### src/rtl/i2c_bus_monitor.sv
// Passive I2C observer: decodes SCL edges, START/STOP and repeated START from the
// filtered lines, assembles address/data bytes with their ACK bit, and times out a stalled bus.
module i2c_bus_monitor #(
  parameter int TIMEOUT_CYCLES = 15625
) (
  input  logic       clk,
  input  logic       rst_n,
  input  logic       scl_f,
  input  logic       sda_f,
  output logic       scl_rise,
  output logic       scl_fall,
  output logic       start_det,
  output logic       rstart_det,
  output logic       stop_det,
  output logic       bus_busy,
  output logic       byte_valid,
  output logic [7:0] byte_data,
  output logic       byte_is_addr,
  output logic       ack_valid,
  output logic       ack_bit,
  output logic       timeout
);

  localparam int            CW     = $clog2(TIMEOUT_CYCLES);
  localparam logic [CW-1:0] TO_MAX = CW'(TIMEOUT_CYCLES - 1);

  typedef struct packed {
    logic rise;
    logic fall;
    logic start;
    logic stop;
  } bus_ev_t;

  typedef enum logic [1:0] {
    S_IDLE = 2'd0,
    S_DATA = 2'd1,
    S_ACK  = 2'd2
  } state_t;

  logic          scl_prev, sda_prev;
  bus_ev_t       ev;
  logic          any_ev, to_hit;
  logic [CW-1:0] to_cnt;
  state_t        state_q, state_d;
  logic          take_bit, byte_done, take_ack;
  logic [2:0]    bit_cnt;
  logic [6:0]    shreg;
  logic          addr_flag;

  // A simultaneous SCL/SDA change fails the scl_prev & scl_f term, so it
  // only ever shows up as an SCL edge.
  always_comb begin
    ev.rise  = ~scl_prev &  scl_f;
    ev.fall  =  scl_prev & ~scl_f;
    ev.start =  scl_prev &  scl_f &  sda_prev & ~sda_f;
    ev.stop  =  scl_prev &  scl_f & ~sda_prev &  sda_f;
  end

  assign any_ev = |ev;
  assign to_hit = bus_busy & ~any_ev & (to_cnt == TO_MAX);

  always_ff @(posedge clk or negedge rst_n) begin
    if (!rst_n) begin
      scl_prev   <= 1'b1;
      sda_prev   <= 1'b1;
      scl_rise   <= 1'b0;
      scl_fall   <= 1'b0;
      start_det  <= 1'b0;
      rstart_det <= 1'b0;
      stop_det   <= 1'b0;
      timeout    <= 1'b0;
      bus_busy   <= 1'b0;
    end else begin
      scl_prev   <= scl_f;
      sda_prev   <= sda_f;
      scl_rise   <= ev.rise;
      scl_fall   <= ev.fall;
      start_det  <= ev.start & ~bus_busy;
      rstart_det <= ev.start &  bus_busy;
      stop_det   <= ev.stop;
      timeout    <= to_hit;
      if (ev.start)               bus_busy <= 1'b1;
      else if (ev.stop || to_hit) bus_busy <= 1'b0;
    end
  end

  // Stall counter: idles at zero, restarts on any bus activity.
  always_ff @(posedge clk or negedge rst_n) begin
    if (!rst_n)                          to_cnt <= '0;
    else if (!bus_busy || any_ev || to_hit) to_cnt <= '0;
    else                                 to_cnt <= to_cnt + CW'(1);
  end

  always_ff @(posedge clk or negedge rst_n) begin
    if (!rst_n) state_q <= S_IDLE;
    else        state_q <= state_d;
  end

  always_comb begin
    state_d = state_q;
    if (ev.start)               state_d = S_DATA;
    else if (ev.stop || to_hit) state_d = S_IDLE;
    else begin
      case (state_q)
        S_DATA:  if (ev.rise && bit_cnt == 3'd7) state_d = S_ACK;
        S_ACK:   if (ev.rise)                    state_d = S_DATA;
        default: state_d = S_IDLE;
      endcase
    end
  end

  always_comb begin
    take_bit  = 1'b0;
    byte_done = 1'b0;
    take_ack  = 1'b0;
    case (state_q)
      S_DATA: begin
        take_bit  = ev.rise;
        byte_done = ev.rise & (bit_cnt == 3'd7);
      end
      S_ACK:   take_ack = ev.rise;
      default: ;
    endcase
  end

  // Only seven bits are stored; the eighth goes straight into byte_data.
  always_ff @(posedge clk or negedge rst_n) begin
    if (!rst_n) begin
      shreg        <= '0;
      bit_cnt      <= '0;
      addr_flag    <= 1'b0;
      byte_data    <= '0;
      byte_is_addr <= 1'b0;
      byte_valid   <= 1'b0;
      ack_valid    <= 1'b0;
      ack_bit      <= 1'b0;
    end else begin
      byte_valid <= byte_done;
      ack_valid  <= take_ack;
      if (ev.start) begin
        shreg     <= '0;
        bit_cnt   <= '0;
        addr_flag <= 1'b1;
      end else if (ev.stop || to_hit) begin
        bit_cnt   <= '0;
      end else if (take_bit) begin
        shreg   <= {shreg[5:0], sda_f};
        bit_cnt <= bit_cnt + 3'd1;
        if (byte_done) begin
          byte_data    <= {shreg, sda_f};
          byte_is_addr <= addr_flag;
        end
      end else if (take_ack) begin
        ack_bit   <= sda_f;
        addr_flag <= 1'b0;
        bit_cnt   <= '0;
      end
    end
  end

endmodule

### config.mk
export PLATFORM = sky130hd
export DESIGN_NAME = i2c_bus_monitor
export DESIGN_NICKNAME = d
export VERILOG_FILES = /design/src/rtl/i2c_bus_monitor.sv
export SDC_FILE = /design/constraint.sdc
export NUM_CORES = 1
export LEC_CHECK = 0
export BUFFER_PORTS_ARGS = -buffer_cell sky130_fd_sc_hd__buf_2
export CAP_MARGIN = 40
export CORE_MARGIN = 4
export CORE_UTILIZATION = 50
export DETAILED_ROUTE_END_ITERATION = 10
export PLACE_DENSITY = 0.78
export SYNTH_ARGS = -nofsm -noshare
export SYNTH_HDL_FRONTEND = slang
export SYNTH_SLANG_ARGS = --single-unit
### constraint.sdc
create_clock -name clk -period 6.25 [get_ports clk]
set_clock_uncertainty 0.15 [all_clocks]
set_input_delay 0.3125 -clock clk [delete_from_list [all_inputs] [get_ports clk]]
set_output_delay 0.3125 -clock clk [all_outputs]
set_load 0.03 [all_outputs]
==> results of run 1 <==
repair_timing:
| item | in CTS | in global routing |
|---|---|---|
| hold buffers | 2 | 0 |
| setup endpoints to repair | 0 | 0 |
| hold endpoints to repair | 21 | 0 |
per-stage QoR:
step	total power [W]	area, um2	worst slack (ns)	cells
3_5_place_dp	0.000422	2250	3.93	248
4_1_cts	0.000689	2410	3.75	258
5_1_grt	0.000716	2410	3.55	258
2_1_floorplan	0.000397	2080	4.27	179
3_3_place_gp	0.000416	2220	4.00	247
6_report	0.000680	2410	3.76	258
area by class of cell:
class	instances	area share
multi-input cells	117	0.336
inverters	10	0.0156
clock inverters	3	0.0286
well taps	50	0.0260
flip-flops and latches	48	0.499
clock buffers	5	0.0286
repair buffers	25	0.0654
flip-flops by register name, summed over array words and instances, names as in the netlist, 2 cells and up:
signal / flops
to_cnt: 14
byte_data: 8
state_q: 2
bit_cnt: 3
shreg: 7
worst register-to-register path: cells and delay by family, from the launching register on:
| kind | cells | cell delay (ns) |
|---|---|---|
| adders and majority gates | 1 | 0.20 |
| DFF | 1 | 0.55 |
| muxes | 1 | 0.37 |
| and+or+nand+nor | 2 | 0.96 |
cell usage in the layout, fill, tap and decap left out, types with 3 or more instances in the layout:
| cell | synthesis | routed |
|---|---|---|
| dfrtp_1 | 46 | 46 |
| nand2_1 | 22 | 22 |
| buf_2 | 1 | 22 |
| nor2_1 | 18 | 18 |
| inv_1 | 10 | 10 |
| mux2_2 | 10 | 10 |
| xor2_1 | 7 | 7 |
| nand3_1 | 7 | 7 |
| mux2i_1 | 7 | 7 |
| ha_1 | 7 | 7 |
| xnor2_1 | 5 | 5 |
| clkbuf_8 | 0 | 5 |
| a21oi_1 | 4 | 4 |
| nand4_1 | 3 | 3 |
| and3_1 | 3 | 3 |
| o22ai_1 | 3 | 3 |
cell usage after synthesis (2+ instances only):
cell type	n
nand4_1	3
xnor2_1	5
nor2_1	18
a21oi_1	4
xor2_1	7
mux2_2	10
nand2_1	22
dfrtp_1	46
mux2i_1	7
and2_1	2
a21boi_0	2
ha_1	7
nand2b_1	2
inv_1	10
clkbuf_1	2
nand3_1	7
o22ai_1	3
o21ai_0	2
and3_1	3
dfstp_2	2
nor2b_1	2
kinds of logic (layout without fill, tap and decap cells):
family	after synthesis	count (layout)	share of synthesized area
compound gates	12	12	0.0350
mux	17	17	0.0880
buf+inv	14	43	0.0295
flops	48	48	0.580
fa+ha+maj	7	7	0.0422
xor+xnor	12	12	0.0506
simple gates	69	69	0.175
worst max-delay path by stage:
| stage | from | to | slack [ns] | depth (start not counted) |
|---|---|---|---|---|
| 3_5_place_dp | scl_prev$_DFF_PN1_ | byte_data[1]$_DFFE_PN0P_ | 3.93 | 4 |
| 5_1_grt | scl_f | shreg[0]$_DFFE_PN0P_ | 3.55 | 9 |
| 6_report | scl_f | shreg[1]$_DFFE_PN0P_ | 3.76 | 9 |
| 2_1_floorplan | to_cnt[4]$_DFF_PN0_ | byte_data[0]$_DFFE_PN0P_ | 4.27 | 5 |
| 4_1_cts | scl_f | shreg[0]$_DFFE_PN0P_ | 3.75 | 9 |
| 3_3_place_gp | scl_prev$_DFF_PN1_ | byte_data[0]$_DFFE_PN0P_ | 4.00 | 4 |
power by group through the flow:
stage          clock, W  combinational, W  sequential (W)
3_5_place_dp          0         0.0000696        0.000352
4_1_cts        0.000271         0.0000714        0.000346
6_report       0.000266         0.0000693        0.000345
3_3_place_gp          0         0.0000643        0.000352
5_1_grt        0.000286         0.0000806        0.000350
2_1_floorplan         0         0.0000432        0.000354
per-layer routing:
metal,track usage,vias up
met5,0,-
met4,0.0676,0
met3,0.0291,7
met2,0.245,23
met1,0.178,635
li1,-,652
==> metrics.cfg, run 1 <==
[outcome]
outcome = completed

[synth]
ys_seq_area_frac = 0.580
ys.flop_type = dfrtp_1
syn-cell-area_mm2 = 0.00208
ys_seq_elements = 48
async_reset_ff_frac = 1.00
syn_nets = 190
synth.distinct_cells = 34
syn_area_per_cell_um2 = 11.6
synth_top_cell_by_area = dfrtp_1
synth_top_area_share = 0.555
ys_top_cells_by_area = dfrtp_1 55%, mux2_2 5.4%, ha_1 4.2%
yosys_warnings = 0
synth-edff-count = 0
syn_inst = 179

[floorplan]
fp.coreArea_mm2 = 0.00400
num_rows = 23
start_util = 0.519
die_h_um = 72.4
die_width_um = 72.4
num_io_pins = 23
dieArea_mm2 = 0.00525

[routing]
routed_wl_mm = 3.31
wl_met2_mm = 1.66
drt_iter0_drc = 65
drc_errors = 0
met1Wirelength_mm = 1.44
dr_wl_met3_um = 144
vias = 1317
drt_first_pass_iters = 4
wl_per_cell_um = 12.8
ant_nets = 0
route.top_layer_used = met4
viasPerCell = 5.10

[global_routing]
grt_pass1_vias = 1308
grt-ovfl-total = 0
grt_pass1_wl_mm = 5.82
grt_max_degree = 27
grt_util_all_layers = 0.145
antenna_found_initial = 0

[setup_path]
r2r_cells = 4
critPathCaptureType = flip-flop
path_cells = dlygate4sd3_1 > buf_2 > inv_1 > ha_1 > nand2_1 > a21oi_1 > a21oi_2 > nand3_1 > mux2i_1
path_max_fanout = 10
critPathTopFamily = buffers and inverters
worstPathArrival_ns = 2.56
cp_num_buf_inv = 3
reg2reg_slack_ns = 3.93
startpoint_type = primary input
worstPathRequired_ns = 6.32
cpPeakStageDelay_ns = 0.52
rr_endpoint = byte_data[1]$_DFFE_PN0P_
critPathKind = in2reg
r2r_start = scl_prev$_DFF_PN1_
worst_path_max_delay_cell = dlygate4sd3_1

[timing]
drv_slew = 0
rsz0062_at_grt = false
layout_min_cycle_time_ns = 2.49
setup-violations-final = 0
fin_setup_tns_ns = 0
worstMarginPinSlew_ns = 0.760
relSlewSlack = 0.492
clock.fmax_ghz = 0.402
fin_crit_sh = 0.398
hold_viol = 0
holdWs_ns = 0.0300

[clock_tree]
htree_levels = 2
root_buffer = clkbuf_8
worstSkewPairLatency_ns = 0.31
clk_pin_slew_ns = 0.09
cts_resized = 0
cts_sinks = 48
cts_tree = yes
numCtsBuffers = 5
cts_max_path_buffers = 2
post-cts-setup-buffers = 0

[power_and_ir_drop]
power.switching_w = 0.000161
p_leak_nw = 1.25
comb_power_share = 0.102
peakVddDrop_uv = 111
p_int_w = 0.000519
p_sw_frac = 0.237
seq_power_share = 0.508
p_clk_frac = 0.390
power_per_cell_area_mw_per_mm2 = 282

[hold_path]
holdPathStages = 1
min_to = sda_prev$_DFF_PN1_
hp-class = in2reg
min_from = sda_f

[final_layout]
antenna_cells = 0
area_growth_pct = 16.1
layout-drive-gt1-share = 0.240
multiInputGateArea_um2 = 811
seq_area_mm2 = 0.00120
finalNetCount = 218
fillers = 325
final_util = 0.602

[placed_design]
dp_hpwl_mm = 2.32
gp_congestion = 0.735
portBuffers = 22

[flow_run]
maxCapViolCount = 0

Note: power is estimated with default switching activity, not from simulation.
==> run 2: changes to the inputs <==
clock period = 2.39 ns   (was 6.25 ns; I/O delays follow)
==> run 2 against run 1 <==
Worst setup slack lost 3.5 ns. Wire length up 5.4%. Final cell count increased by 1.2%. Global-route usage grew 0.86 points. Sequential cell count did not move. Largest cell class unchanged.
==> metrics.cfg, run 2 (same netlist as run 1, synthesis figures left out) <==
[global_routing]
antenna_found_initial = 0
grt_pass1_wl_mm = 6.03
grt_pass1_vias = 1277
grt_util_all_layers = 0.153
grt-ovfl-total = 0
grt_max_degree = 33

[setup_path]
startpoint_type = flip-flop
critPathTopFamily = simple AND/OR/NAND/NOR gates
worstPathRequired_ns = 2.43
cpPeakStageDelay_ns = 0.42
path_cells = or3_4 > nor4_4 > a21oi_2 > nand3_4 > mux2_2
critPathKind = reg2reg
path_max_fanout = 9
worstPathArrival_ns = 2.13
worst_path_max_delay_cell = dfrtp_1
critPathCaptureType = flip-flop
cp_num_buf_inv = 0

[floorplan]
start_util = 0.519
fp.coreArea_mm2 = 0.00400
num_io_pins = 23
die_h_um = 72.4
die_width_um = 72.4
num_rows = 23
dieArea_mm2 = 0.00525

[final_layout]
mostFrequentLayoutCell = dfrtp_1
finalNetCount = 221
top_register = to_cnt
largest_registers = to_cnt (14), byte_data (8), shreg (7)
final_cell_mix = 46 x dfrtp_1, 22 x nand2_1, 22 x buf_2
antenna_cells = 0
largest_reg_flops = 14
layout-drive-gt1-share = 0.246
area_growth_pct = 14.4
final_util = 0.594
fillers = 318

[clock_tree]
clk_pin_slew_ns = 0.09
numCtsBuffers = 5
cts_sinks = 48
htree_levels = 2
cts_max_path_buffers = 2
root_buffer = clkbuf_8
post-cts-setup-buffers = 0
worstSkewPairLatency_ns = 0.30
cts_tree = yes

[power_and_ir_drop]
peakVddDrop_uv = 288
p_total_w = 0.00159
p_leak_nw = 1.23
power_per_cell_area_mw_per_mm2 = 668

[timing]
setup-violations-final = 0
rsz0062_at_grt = false
clock.fmax_ghz = 0.479
drv_slew = 0
hold_viol = 0
fin_setup_tns_ns = 0
relSlewSlack = 0.660
fin_crit_sh = 0.874
worstMarginPinSlew_ns = 0.509
layout_min_cycle_time_ns = 2.09

[routing]
vias = 1330
drt_iter0_drc = 124
ant_nets = 0
drt_first_pass_iters = 4
drc_errors = 0
viasPerCell = 5.10
routed_wl_mm = 3.49
wl_per_cell_um = 13.4

[placed_design]
portBuffers = 22
dp_hpwl_mm = 2.44
gp_congestion = 0.779

[hold_path]
hp-class = in2async

[flow_run]
maxCapViolCount = 0

[outcome]
outcome = completed

run 2: changes by cell type in the layout (fill, tap and decap cells not counted), sizes merged:
cell         delta
bufinv          -2
clkinvlp        +2
inv             -1
dlygate4sd3     +1
clkbuf          +1
buf             +2
run 2: routing by layer:
metal,vias up,global-route usage,wire length [um]
li1,657,-,-
met5,-,0,0
met1,636,0.189,1530
met3,10,0.0471,182
met2,27,0.249,1700
met4,0,0.0676,73
run 2: worst reg2reg max path, stage by stage (launching register included):
cell and delay (ns):
dfrtp_1 0.42, or3_4 0.40, nor4_4 0.30, a21oi_2 0.17
nand3_4 0.18, mux2_2 0.36
run 2: path summary, 6_finish.rpt:
kind / startpoint / endpoint / slack [ns] / cells after the start
hold / removal: rst_n / rstart_det$_DFF_PN0_ / 0.11 / 2
max in group asynchronous: rst_n / sda_prev$_DFF_PN1_ / 1.22 / 3
setup / recovery: to_cnt[4]$_DFF_PN0_ / byte_data[0]$_DFFE_PN0P_ / 0.30 / 5
hold reg to reg: to_cnt[0]$_DFF_PN0_ / to_cnt[0]$_DFF_PN0_ / 0.34 / 1
setup reg to reg: to_cnt[4]$_DFF_PN0_ / byte_data[0]$_DFFE_PN0P_ / 0.30 / 5
min in group clk: to_cnt[0]$_DFF_PN0_ / to_cnt[0]$_DFF_PN0_ / 0.34 / 1
run 2: layout make-up:
type                    instances  area, um2  area share
flip-flops and latches         48       1200       0.507
multi-input cells             117        811       0.341
repair buffers                 28        163      0.0685
clock buffers                   6       82.6      0.0348
well taps                      50       62.6      0.0263
inverters                      10       37.5      0.0158
clock inverters                 2       15.0     0.00632
run 2: through the flow:
step           hold WS [ns]  setup slack [ns]  std cells  cell area [um2]
2_1_floorplan        -0.326             0.412        179             2080
3_5_place_dp        -0.0970             0.298        250             2250
3_3_place_gp         -0.106             0.339        250             2250
5_1_grt               0.126             0.130        261             2370
6_report              0.106             0.302        261             2370
4_1_cts               0.107             0.284        261             2370
run 2: timing repair:
item	in CTS	in global routing
endpoints found under the hold margin	19	0
hold buffers	3	0
resized for setup	0	0
run 2: report_power, final:
part / switching (W) / internal, W / total, W
logic: 0.000112 / 0.0000669 / 0.000179
clock network: 0.000270 / 0.000234 / 0.000504
registers: 0.0000326 / 0.000870 / 0.000902
